<file path="src/rtl/spi_pkg.sv">
// spi_pkg: FSM states and MODE encodings shared by the SPI master
package spi_pkg;
  typedef enum logic [2:0] {IDLE, SETUP, SHIFT, HOLD, GAP} state_e;
  localparam int CPOL_BIT = 1;
  localparam int CPHA_BIT = 0;
  localparam logic [1:0] MODE0 = 2'd0;
  localparam logic [1:0] MODE1 = 2'd1;
  localparam logic [1:0] MODE2 = 2'd2;
  localparam logic [1:0] MODE3 = 2'd3;
endpackage

</file>
<file path="src/rtl/spi_clk_div.sv">
// spi_clk_div: half-period tick every CLK_DIV cycles while enabled, restarting when en rises
module spi_clk_div #(
  parameter int CLK_DIV = 4
) (
  input  logic clk,
  input  logic rst,
  input  logic en,
  output logic tick
);
  localparam int CW = $clog2(CLK_DIV + 1);
  localparam logic [CW-1:0] LAST = CW'(CLK_DIV - 1);
  logic [CW-1:0] cnt_q, cnt_d;
  always_comb cnt_d = (!en || cnt_q == LAST) ? '0 : cnt_q + 1'b1;
  always_ff @(posedge clk) cnt_q <= rst ? '0 : cnt_d;
  assign tick = en && cnt_q == LAST;
endmodule

</file>
<file path="src/rtl/spi_master_ctrl.sv">
// spi_master_ctrl: single-transfer SPI master with programmable CPOL/CPHA and registered pin outputs
module spi_master_ctrl
  import spi_pkg::*;
#(
  parameter int CLK_DIV = 4,
  parameter int DATA_W  = 8
) (
  input  logic              clk,
  input  logic              rst,
  input  logic              start,
  input  logic [1:0]        MODE,
  input  logic [DATA_W-1:0] DATA,
  output logic [DATA_W-1:0] OUT,
  output logic              busy,
  output logic              done,
  output logic              SS,
  output logic              SCK,
  output logic              MOSI,
  input  logic              MISO
);
  localparam int HW = $clog2(2 * DATA_W + 1);
  localparam logic [HW-1:0] H_LAST = HW'(2 * DATA_W - 1);
  state_e state_q, state_d;
  logic tick, tick_q, div_en;
  logic [HW-1:0] h_q, h_d;
  logic [1:0] mode_q, mode_d;
  logic [DATA_W-1:0] tx_q, tx_d, rx_q, rx_d, out_q, out_d;
  logic busy_q, busy_d, done_q, done_d, ss_q, ss_d, sck_q, sck_d, mosi_q, mosi_d;
  logic accept, first, lead, sample, adv;
  assign div_en = state_q != IDLE;
  spi_clk_div #(.CLK_DIV(CLK_DIV)) u_div (
    .clk (clk),
    .rst (rst),
    .en  (div_en),
    .tick(tick)
  );
  always_ff @(posedge clk) begin
    if (rst) begin
      state_q <= IDLE;
      h_q     <= '0;
      tick_q  <= 1'b0;
    end else begin
      state_q <= state_d;
      h_q     <= h_d;
      tick_q  <= tick;
    end
  end
  always_comb begin
    state_d = state_q;
    case (state_q)
      IDLE:    state_d = start ? SETUP : IDLE;
      SETUP:   state_d = tick ? SHIFT : SETUP;
      SHIFT:   state_d = (tick && h_q == H_LAST) ? HOLD : SHIFT;
      HOLD:    state_d = tick ? GAP : HOLD;
      GAP:     state_d = tick ? IDLE : GAP;
      default: state_d = IDLE;
    endcase
    h_d = (state_q == SHIFT) ? h_q + HW'(tick) : '0;
  end
  always_comb begin
    accept = state_q == IDLE && start;
    first  = tick_q && state_q == SHIFT;
    lead   = !h_q[0];
    sample = first && (lead ^ mode_q[CPHA_BIT]);
    adv    = first && (mode_q[CPHA_BIT] ? (lead && h_q != '0) : (!lead && h_q != H_LAST));
    mode_d = accept ? MODE : mode_q;
    tx_d   = accept ? DATA : adv ? tx_q << 1 : tx_q;
    rx_d   = sample ? {rx_q[DATA_W-2:0], MISO} : rx_q;
    ss_d   = state_q == IDLE || state_q == GAP;
    busy_d = state_q != IDLE;
    sck_d  = state_q == IDLE ? MODE[CPOL_BIT] : state_q == SETUP ? mode_q[CPOL_BIT] : first ? !sck_q : sck_q;
    mosi_d = state_q == SETUP ? tx_q[DATA_W-1] : adv ? tx_q[DATA_W-2] : mosi_q;
    done_d = state_q == GAP && tick_q;
    out_d  = done_d ? rx_q : out_q;
  end
  always_ff @(posedge clk) begin
    if (rst) begin
      mode_q <= '0;
      tx_q   <= '0;
      rx_q   <= '0;
      out_q  <= '0;
      busy_q <= 1'b0;
      done_q <= 1'b0;
      ss_q   <= 1'b1;
      sck_q  <= 1'b0;
      mosi_q <= 1'b0;
    end else begin
      mode_q <= mode_d;
      tx_q   <= tx_d;
      rx_q   <= rx_d;
      out_q  <= out_d;
      busy_q <= busy_d;
      done_q <= done_d;
      ss_q   <= ss_d;
      sck_q  <= sck_d;
      mosi_q <= mosi_d;
    end
  end
  assign OUT  = out_q;
  assign busy = busy_q;
  assign done = done_q;
  assign SS   = ss_q;
  assign SCK  = sck_q;
  assign MOSI = mosi_q;
endmodule
</file>
<file path="config.mk">
export PLATFORM = sky130hd
export DESIGN_NAME = spi_master_ctrl
export DESIGN_NICKNAME = d
export VERILOG_FILES = /design/src/rtl/spi_pkg.sv /design/src/rtl/spi_clk_div.sv /design/src/rtl/spi_master_ctrl.sv
export SDC_FILE = /design/constraint.sdc
export NUM_CORES = 1
export LEC_CHECK = 0
export ABC_CLOCK_PERIOD_IN_PS = 2700
export BUFFER_PORTS_ARGS = -buffer_cell sky130_fd_sc_hd__buf_4
export CORE_MARGIN = 2
export CORE_UTILIZATION = 55
export CTS_CLUSTER_SIZE = 40
export DETAILED_ROUTE_END_ITERATION = 8
export HOLD_SLACK_MARGIN = 0.05
export PLACE_DENSITY = 0.77
export SYNTH_ARGS = -nofsm -noshare
export SYNTH_HDL_FRONTEND = slang
export SYNTH_SLANG_ARGS = --single-unit
</file>
<file path="constraint.sdc">
create_clock -name clk -period 2.7 [get_ports clk]
set_clock_uncertainty 0.05 [all_clocks]
set_input_delay 0.27 -clock clk [delete_from_list [all_inputs] [get_ports clk]]
set_output_delay 0.27 -clock clk [all_outputs]
set_load 0.1 [all_outputs]
</file>
==> key figures, run 1 <==
CTS
  – Cts hold-fix bufs: 0
  – Post-CTS Setup Inserts: 0
  – Longest Clk Path Bufs: 2
  – Cts bufs inserted: 5
  – Clock Latency Late Sink: around 340 ps
  – Clock slew at reported path FFs: roughly 120 ps
  – Root buffer cell: clkbuf_4
  – H-tree Lvls: 2
  – Post_cts resized: 0
  – CTS tree: yes
  – Clk sinks: 43

Setup path
  – Setup crit start kind: flop
  – Required time of the worst setup path: roughly 3000 ps
  – Critical path fanouts, max: 21
  – Crit path DAT: approximately 2000 ps
  – Kind of critical path: reg2reg
  – Critical Path Sink Type: flop

Detailed routing
  – Initial DRC count: 120
  – Final antenna-violating net count: 0
  – WL final: 3.51 mm
  – DRC: 0
  – Vias per cell: 5.48
  – Mean routed wirelength per cell: between 10 and 15 um
  – Vias: ~1500
  – Pre-antenna DRT Iters: 4

GRT
  – Number of global-route vias before repair: 1347
  – GRT Util Overall: 0.207
  – Largest net degree at the start of global routing: 30
  – First-pass GRT wire length: roughly 5.8 mm
  – Gr ovfl total: 0
  – Initial antenna violation count: 0

Power
  – Sequential Power Share: 0.531
  – Sw power: 0.284 mW
  – Power density cells: 603 nW/um^2
  – Sw frac: 0.224
  – Peak VDD IR: 0.000413 V
  – Clock power frac: 0.385
  – P_int: just under 1 mW
  – Logic pwr share: 0.084
  – Static Leakage: around 0.86 nW

Floorplan
  – Initial core utilization: 0.587
  – Die width: approximately 60 um
  – Die footprint: approximately 3800 um^2
  – I/O pin total: 27
  – Die height: ~62 um
  – # rows: 20
  – Core area: 3100 um^2

Synthesis
  – Cell taking the most area after synthesis: dfxtp_1
  – Avg Cell Area, Syn: 9.21 um^2
  – Synth area leaders: dfxtp_1 47%, mux2i_1 6.0%, nand3_1 4.9%, nor2_1 4.5%, nand2_1 4.3%
  – Leading cell type by number of instances after synthesis: dfxtp_1
  – Asr flop ratio synth: 0
  – Mapped Nets: around 220
  – Post-synth cell types: 38
  – Top-area cell type share of the netlist area: 0.472
  – Commonest cells in the synthesized netlist: 43 x dfxtp_1, 22 x nor2_1, 21 x nand2_1
  – Post-Synthesis Cells: roughly 200
  – Post-synth top flop: dfxtp_1
  – Sequential area share after synthesis: 0.472
  – Synth warn: 0
  – Post-Syn Area: between 1500 and 2000 um^2
  – Post-synth EDFFs: 0
  – Post-synthesis register bit count: 43

Timing
  – Fin. Hold Viols: 0
  – Final Max Slew Viols: 0
  – RSZ-0062 raised after global routing: false
  – Tmin final: between 1500 and 2000 ps
  – Setup TNS: 0 ps
  – Final setup vio count: 0
  – Worst Slack Setup Final: 951 ps
  – Crit share post-route: 0.648
  – Worst slew pin tran: 731 ps
  – FMAX: 0.572 GHz
  – Relative max-transition margin: 0.512

Final layout
  – Layout cell share with drive strength beyond 1: 0.190
  – ANT cells: 0
  – Nets@finish: ~240
  – Synthesis-to-finish area growth: 15.6%

Placement
  – Dpl hpwl: about 2.5 mm
  – Port bufs: 26
  – Placement-stage worst setup slack: between 900 and 1000 ps
  – Routability cong.: roughly 0.77

Min path
  – Hold Crit Class: in2reg

Flow run
  – Max cap viols: 0

Status
  – Status: finished, final reports clean
==> routing by layer <==
layer  up-vias  track usage  wire [um]
met5         -            0          0
met4         0       0.0638         36
met3         4       0.0483        151
met2        31        0.358       1740
met1       671        0.255       1590
li1        745            -          -
==> cell type report <==
| cell class | count | area (um^2) |
|---|---|---|
| fillers | 268 | 995 |
| clock buffers | 6 | 41.3 |
| multi-input cells | 137 | 866 |
| well taps | 44 | 55.1 |
| flip-flops and latches | 43 | 861 |
| inverters | 6 | 22.5 |
| clock inverters | 2 | 60.1 |
| repair buffers | 27 | 203 |
==> cell usage in the layout (no fill, tap or decap), drive strengths merged, types with 2 or more instances in the layout <==
master and instances:
dfxtp 43, clkbuf 6, nand2b 2, nand4 9
or2 2, nor2 23, a21oi 12, nand2 21
a32oi 7, xnor2 5, bufinv 2, ha 3
nand3 19, mux2i 11, buf 27, nor3 5
nand3b 2, inv 6
==> logic make-up (layout without fill, tap and decap cells) <==
logic type	Yosys count	after routing	synth area share
and+or+nand+nor	92	92	0.270
DFF	43	43	0.472
AOI/OAI and AO/OA	25	25	0.0954
buffers and inverters	18	41	0.0528
muxes	11	11	0.0604
xor gates and xnor gates	6	6	0.0288
adders and majority gates	3	3	0.0206
==> worst max-delay path, stage by stage, from the launching register on <==
cell	delay, ps
dfxtp_1	590
nor4b_4	130
nor2_2	590
a32oi_1	210
nand3_1	120
==> registers in the layout, summed over array words and instances, names as in the netlist <==
signal / flops
rx_q: 8
mode_q: 2
tx_q: 8
OUT: 8
state_q: 3
MOSI: 1
busy: 1
tick_q: 1
u_div.cnt_q: 3
done: 1
SS: 1
h_q: 5
SCK: 1
==> final timing paths <==
check                       from  slack [ps]  cells past startpoint              to
setup / recovery      state_q[0]         950                      4         tx_q[7]
setup reg to reg      state_q[0]         950                      4         tx_q[7]
hold reg to reg   u_div.cnt_q[0]         400                      1  u_div.cnt_q[0]
hold / removal           DATA[5]          80                      3         tx_q[5]
==> per-stage QoR <==
| step | util | hold WS, ps | total power [mW] | instances | instance area [um^2] |
|---|---|---|---|---|---|
| floorplan | - | 335 | 0.768 | 198 | 1820 |
| CTS | 0.679 | 74.6 | 1.28 | 265 | 2110 |
| global route | 0.679 | 71.3 | 1.31 | 265 | 2110 |
| detailed placement | 0.647 | 372 | 0.796 | 257 | 2010 |
| global placement | 0.647 | 360 | 0.791 | 257 | 2010 |
| finish | 0.679 | 75.5 | 1.27 | 265 | 2110 |
==> power groups by stage <==
| stage | clock network (mW) | registers (mW) | logic (mW) |
|---|---|---|---|
| floorplan | 0 | 0.711 | 0.0566 |
| global route | 0.519 | 0.678 | 0.117 |
| global placement | 0 | 0.687 | 0.104 |
| CTS | 0.495 | 0.675 | 0.107 |
| detailed placement | 0 | 0.689 | 0.107 |
| finish | 0.489 | 0.675 | 0.107 |
Note: power is estimated with default switching activity, not from simulation.
==> inputs of run 2 (changes only) <==
Settings changed: ABC_AREA set to 1, ABC_CLOCK_PERIOD_IN_PS 2700 to 1700.
Clock period 2.7 ns to 1.7 ns, I/O delays scaled along.
==> key figures, run 2 <==
Detailed routing
  – Vias: 1611 (was 1451)
  – Vias per cell: 4.91 (was 5.48)
  – Initial DRC count: 60 (was 120)
  – Final antenna-violating net count: 0 (unchanged)
  – Mean routed wirelength per cell: 11.0 um (was 13.2 um)
  – Top routing layer used: met4 (unchanged)
  – Pre-antenna DRT Iters: 4 (unchanged)
  – Met3 Wirelength: 157 um (was 151 um)
  – WL met1: 1.71 mm (was 1.59 mm)
  – Met2 WL: 1.68 mm (was 1.74 mm)
  – WL final: 3.60 mm (was 3.51 mm)
  – DRC: 0 (unchanged)

Setup path
  – Launch point of the critical path: u_div.cnt_q[0] (was state_q[0])
  – Worst path cell trace: ha_1, ha_2, nand2_2, nor2_4, ha_2, nand3_1, or2_4, a21oi_2 (was nor4b_4, nor2_2, a32oi_1, nand3_1)
  – Worst R2R Path Depth: 8 (was 4)
  – Slowest stage cell, crit path: dfxtp_2 (was dfxtp_1)
  – Crit path DAT: 1820 ps (was 1980 ps)
  – Worst r2r src: u_div.cnt_q[0] (was state_q[0])
  – Crit Reg-Reg Endpoint: h_q[4] (was tx_q[7])
  – R2R setup slack: 130 ps (was 950 ps)
  – Setup crit start kind: flop (unchanged)
  – Critical path endpoint: h_q[4] (was tx_q[7])
  – Most Frequent Cell on Critical Path: ha_2
  – Kind of critical path: reg2reg (unchanged)
  – Required time of the worst setup path: 1950 ps (was 2940 ps)
  – Slowest Stage Delay on Critical Path: 350 ps (was 590 ps)
  – Critical path fanouts, max: 2 (was 21)
  – Critical Path Sink Type: flop (unchanged)

Synthesis
  – Post-synth cell types: 30 (was 38)
  – Top-area cell type share of the netlist area: 0.465 (was 0.472)
  – Commonest cells in the synthesized netlist: 59 x nand2_1, 43 x dfxtp_1, 36 x nor2_1 (was 43 x dfxtp_1, 22 x nor2_1, 21 x nand2_1)
  – Synth area leaders: dfxtp_1 47%, nand2_1 12%, nor2_1 7.3%, nand3_1 5.1%, a21oi_1 3.8% (was dfxtp_1 47%, mux2i_1 6.0%, nand3_1 4.9%, nor2_1 4.5%, nand2_1 4.3%)
  – Avg Cell Area, Syn: 7.64 um^2 (was 9.21 um^2)
  – Post-synth EDFFs: 0 (unchanged)
  – Post-Synthesis Cells: 242 (was 198)
  – Synth warn: 0 (unchanged)
  – Post-synth top flop: dfxtp_1 (unchanged)
  – Cell taking the most area after synthesis: dfxtp_1 (unchanged)
  – Leading cell type by number of instances after synthesis: nand2_1 (was dfxtp_1)
  – Asr flop ratio synth: 0 (unchanged)
  – Sequential area share after synthesis: 0.465 (was 0.472)
  – Mapped Nets: 259 (was 215)
  – Post-synthesis register bit count: 43 (unchanged)
  – Post-Syn Area: 1850 um^2 (was 1820 um^2)

Power
  – Static Leakage: 0.978 nW (was 0.857 nW)
  – Final Power: 2.06 mW (was 1.27 mW)
  – Peak VDD IR: 0.000794 V (was 0.000413 V)
  – Power density cells: 890 nW/um^2 (was 603 nW/um^2)

Flow run
  – Max cap viols: 0 (unchanged)

Placement
  – Port bufs: 26 (unchanged)
  – Dpl cells: 315 (was 257)
  – Dpl hpwl: 2.56 mm (was 2.48 mm)
  – Placement-stage worst setup slack: 28.4 ps (was 987 ps)
  – Routability cong.: 0.891 (was 0.767)

Floorplan
  – Core area: 3280 um^2 (was 3100 um^2)
  – Initial core utilization: 0.563 (was 0.587)
  – Die width: 62.0 um (was 61.6 um)
  – I/O pin total: 27 (unchanged)
  – Die height: 62.0 um (was 61.6 um)
  – # rows: 21 (was 20)
  – Die footprint: 3840 um^2 (was 3790 um^2)

CTS
  – Root buffer cell: clkbuf_4 (unchanged)
  – Longest Clk Path Bufs: 2 (unchanged)
  – Clock Latency Late Sink: 360 ps (was 340 ps)
  – CTS tree: yes (unchanged)
  – Clk sinks: 43 (unchanged)
  – H-tree Lvls: 2 (unchanged)
  – Clock slew at reported path FFs: 130 ps (was 120 ps)
  – Cts bufs inserted: 5 (unchanged)

Timing
  – Fin. Hold Viols: 0 (unchanged)
  – FMAX: 0.638 GHz (was 0.572 GHz)
  – Setup TNS: 0 ps (unchanged)
  – Final Max Slew Viols: 0 (unchanged)
  – Worst Slack Setup Final: 134 ps (was 951 ps)
  – RSZ-0062 raised after global routing: false (unchanged)
  – Tmin final: 1570 ps (was 1750 ps)
  – Relative max-transition margin: 0.749 (was 0.512)
  – Final setup vio count: 0 (unchanged)
  – Worst slew pin tran: 376 ps (was 731 ps)
  – Crit share post-route: 0.921 (was 0.648)

Final layout
  – ANT cells: 0 (unchanged)
  – Layout cell share with drive strength beyond 1: 0.270 (was 0.190)
  – Synthesis-to-finish area growth: 25.4% (was 15.6%)
  – Most frequent cells in the layout: 56 x nand2_1, 39 x dfxtp_1, 35 x nor2_1 (was 43 x dfxtp_1, 27 x buf_4, 22 x nor2_1)
  – Filler cell count: 267 (was 268)
  – Most common cell after layout, fill and taps aside: nand2_1 (was dfxtp_1)
  – Nets@finish: 298 (was 237)
  – Non-filler cells, final: 328 (was 265)
  – Util after Layout: 0.706 (was 0.679)

GRT
  – Gr ovfl total: 0 (unchanged)
  – First-pass GRT wire length: 5.91 mm (was 5.79 mm)
  – Largest net degree at the start of global routing: 22 (was 30)
  – Initial antenna violation count: 0 (unchanged)
  – Number of global-route vias before repair: 1371 (was 1347)
  – GRT Util Overall: 0.211 (was 0.207)

Status
  – Status: finished, final reports clean (unchanged)

Min path
  – Hold Crit Class: in2reg (unchanged)
## run 2: changes by cell type in the layout (fill, tap and decap cells not counted), moves of 6 or more
cell     delta
a32oi_1     -7
nand2_2     +6
a21oi_2     +8
mux2i_1    -11
nand4_1     -7
o21ai_0    +12
nand2_1    +35
nor2_1     +13
buf_4       +7
inv_1      +12
## run 2: metal layers
metal,GRT usage,vias to the layer above
li1,-,855
met1,0.280,717
met2,0.326,34
met3,0.0621,5
met4,0.0790,0
met5,0,-
## run 2: cell type report
| cell class | count | area (um^2) | area share |
|---|---|---|---|
| multi-input combinational | 171 | 893 | 0.385 |
| clock inverter | 3 | 67.6 | 0.0291 |
| clock buffer | 5 | 37.5 | 0.0162 |
| sequential | 43 | 866 | 0.373 |
| inverter | 22 | 91.3 | 0.0394 |
| tap | 46 | 57.6 | 0.0248 |
| timing repair buffer | 38 | 305 | 0.132 |
## run 2: what timing repair did
action,4_1_cts,5_1_grt
resized for setup,2,12
hold buffers,3,0
pin swaps,0,2
setup endpoints to repair,1,9
endpoints found under the hold margin,3,0
setup buffers,0,2
## run 2: where the power goes
group          total, mW  switching (mW)  internal, mW
combinational      0.222           0.141        0.0805
clock              0.799           0.342         0.457
sequential          1.04          0.0113          1.03
## run 2: cells by family after synthesis
group           count (synthesis)  share of synthesized area
xor+xnor                        2                    0.00947
buf+inv                        28                     0.0656
compound gates                 36                      0.116
flops                          43                      0.465
simple gates                  130                      0.323
fa+ha+maj                       3                     0.0203
## run 2: worst min path at each step
stage	from	end	slack, ps	depth (start not counted)
final	MODE[0]	mode_q[0]	60	3
after global placement	u_div.cnt_q[0]	u_div.cnt_q[0]	360	1
after CTS	MODE[0]	mode_q[0]	50	3
after detailed placement	u_div.cnt_q[0]	u_div.cnt_q[0]	370	1
after global routing	MODE[0]	mode_q[0]	60	3
after floorplan	rst	busy	200	1
## run 2: metrics by stage
step           hold WS (ps)  area, um^2
2_1_floorplan           204        1850
3_3_place_gp            363        2130
3_5_place_dp            368        2130
4_1_cts                53.4        2270
5_1_grt                58.4        2320
6_report               55.4        2320
## run 2: critical path: cells and delay by family, from the launching register on
kind	cells	cell delay (ps)
AO/OA/AOI/OAI	1	100
flip-flops	1	350
AND/OR/NAND/NOR	4	530
adder cells (fa/ha/maj)	3	500
==> inputs of run 3 (changes only) <==
Settings changed: CELL_PAD_IN_SITES_DETAIL_PLACEMENT set to 1, CELL_PAD_IN_SITES_GLOBAL_PLACEMENT set to 1, CORE_UTILIZATION 55 to 40, CTS_BUF_LIST set to sky130_fd_sc_hd__clkbuf_4 sky130_fd_sc_hd__clkbuf_8 sky130_fd_sc_hd__clkbuf_16, GPL_ROUTABILITY_DRIVEN set to 0.
==> key figures, run 3 (synthesis results as in run 2) <==
Detailed routing
  – Initial DRC count: 82 (was 60)
  – DRC: 0 (unchanged)
  – Vias: 1668 (was 1611)
  – Mean routed wirelength per cell: 13.4 um (was 11.0 um)
  – Vias per cell: 5.01 (was 4.91)
  – Final antenna-violating net count: 0 (unchanged)
  – WL final: 4.46 mm (was 3.60 mm)
  – Pre-antenna DRT Iters: 4 (unchanged)

CTS
  – Cts bufs inserted: 5 (unchanged)
  – CTS tree: yes (unchanged)
  – Clock Latency Late Sink: 290 ps (was 360 ps)
  – Longest Clk Path Bufs: 2 (unchanged)
  – Clk sinks: 43 (unchanged)
  – Cts hold-fix bufs: 0 (was 3)
  – H-tree Lvls: 2 (unchanged)
  – Root buffer cell: clkbuf_8 (was clkbuf_4)
  – Clock slew at reported path FFs: 80 ps (was 130 ps)

GRT
  – GRT met2 Usage: 0.317 (was 0.326)
  – Global routing met3 resource utilization: 0.0319 (was 0.0621)
  – GRT Util Overall: 0.192 (was 0.211)
  – Gr ovfl total: 0 (unchanged)
  – First-pass GRT wire length: 7.86 mm (was 5.91 mm)
  – Number of global-route vias before repair: 1674 (was 1371)
  – GR Util met1: 0.250 (was 0.280)
  – Initial antenna violation count: 0 (unchanged)
  – Grt peak-use layer: met2 (unchanged)
  – Largest net degree at the start of global routing: 21 (was 22)

Setup path
  – Kind of critical path: reg2reg (unchanged)
  – Setup crit start kind: flop (unchanged)
  – Slowest stage cell, crit path: dfxtp_2 (unchanged)
  – Critical path fanouts, max: 2 (unchanged)
  – Required time of the worst setup path: 1880 ps (was 1950 ps)
  – Critical Path Sink Type: flop (unchanged)
  – Slowest Stage Delay on Critical Path: 340 ps (was 350 ps)
  – Worst path cell trace: ha_1, ha_2, nand2_2, nor2_4, ha_4, nand3_1, or2_2, a21oi_2 (was ha_1, ha_2, nand2_2, nor2_4, ha_2, nand3_1, or2_4, a21oi_2)
  – Worst r2r src: u_div.cnt_q[0] (unchanged)
  – Crit path DAT: 1830 ps (was 1820 ps)
  – Launch point of the critical path: u_div.cnt_q[0] (unchanged)

Min path
  – Hold Crit Class: in2reg (unchanged)
  – Min-Delay Startpoint: MISO (was MODE[0])

Timing
  – Worst slew pin tran: 411 ps (was 376 ps)
  – Fin. Hold Viols: 0 (unchanged)
  – FMAX: 0.608 GHz (was 0.638 GHz)
  – Tmin final: 1650 ps (was 1570 ps)
  – Final setup vio count: 0 (unchanged)
  – Crit share post-route: 0.968 (was 0.921)
  – Final Max Slew Viols: 0 (unchanged)
  – Relative max-transition margin: 0.726 (was 0.749)
  – Worst Slack Setup Final: 54.3 ps (was 134 ps)

Final layout
  – Synthesis-to-finish area growth: 23.3% (was 25.4%)
  – Most frequent cells in the layout: 58 x nand2_1, 40 x dfxtp_1, 37 x buf_4 (was 56 x nand2_1, 39 x dfxtp_1, 35 x nor2_1)
  – Util after Layout: 0.516 (was 0.706)
  – Non-filler cells, final: 333 (was 328)
  – Most common cell after layout, fill and taps aside: nand2_1 (unchanged)
  – Layout cell share with drive strength beyond 1: 0.267 (was 0.270)
  – ANT cells: 0 (unchanged)
  – Nets@finish: 297 (was 298)

Floorplan
  – Initial core utilization: 0.419 (was 0.563)
  – I/O pin total: 27 (unchanged)
  – Core area: 4410 um^2 (was 3280 um^2)
  – # rows: 24 (was 21)
  – Die footprint: 5180 um^2 (was 3840 um^2)
  – Die width: 72.0 um (was 62.0 um)
  – Die height: 72.0 um (was 62.0 um)

Placement
  – Dpl hpwl: 3.26 mm (was 2.56 mm)
  – Port bufs: 26 (unchanged)
  – Placement-stage worst setup slack: 13.6 ps (was 28.4 ps)
  – Dpl cells: 323 (was 315)

Flow run
  – Max cap viols: 0 (unchanged)

Power
  – Power density cells: 841 nW/um^2 (was 890 nW/um^2)
  – Final Power: 1.92 mW (was 2.06 mW)
  – Peak VDD IR: 0.000339 V (was 0.000794 V)
  – Static Leakage: 0.960 nW (was 0.978 nW)

Status
  – Status: finished, final reports clean (unchanged)
-- run 3: timing repair --
action,4_1_cts,5_1_grt
endpoints found under the setup margin,0,1
hold endpoints to repair,0,0
buffers inserted,0,2
resized for setup,0,11
-- run 3: worst paths after layout --
path | slack, ps | endpoint | cells after the start
max reg2reg | 50 | h_q[4] | 8
min | 80 | rx_q[0] | 3
max | 50 | h_q[4] | 8
min reg2reg | 360 | u_div.cnt_q[0] | 1
-- run 3: stage by stage --
stage          cell area [um^2]  setup TNS, ps  hold WS (ps)
2_1_floorplan              1850              0           204
3_3_place_gp               2140              0           355
3_5_place_dp               2140              0           381
4_1_cts                    2230              0          78.0
5_1_grt                    2280          -32.2           118
6_report                   2280              0          84.8
-- run 3: final cells by class --
type	count	area, um^2
inverters	22	87.6
clock buffers	6	76.3
well taps	52	65.1
multi-input cells	171	896
fillers	585	2130
repair buffers	37	278
flip-flops and latches	43	865
clock inverters	2	12.5
-- run 3: layer usage --
| layer | routed length (um) | up-vias | share of wire |
|---|---|---|---|
| met4 | 36 | 0 | 0.0081 |
| met2 | 2160 | 27 | 0.48 |
| li1 | - | 849 | - |
| met5 | 0 | - | 0 |
| met1 | 2110 | 788 | 0.47 |
| met3 | 158 | 4 | 0.035 |
-- run 3: critical path, delay by kind of cell (launching register included) --
kind,cells,cell delay [ps]
flip-flops,1,340
AND/OR/NAND/NOR,4,600
AO/OA/AOI/OAI,1,110
adder cells (fa/ha/maj),3,480
-- run 3: where the power goes --
group | internal (mW) | switching [mW] | total, mW
combinational | 0.0716 | 0.144 | 0.216
sequential | 1.03 | 0.0123 | 1.04
clock | 0.303 | 0.355 | 0.659
total | 1.41 | 0.512 | 1.92
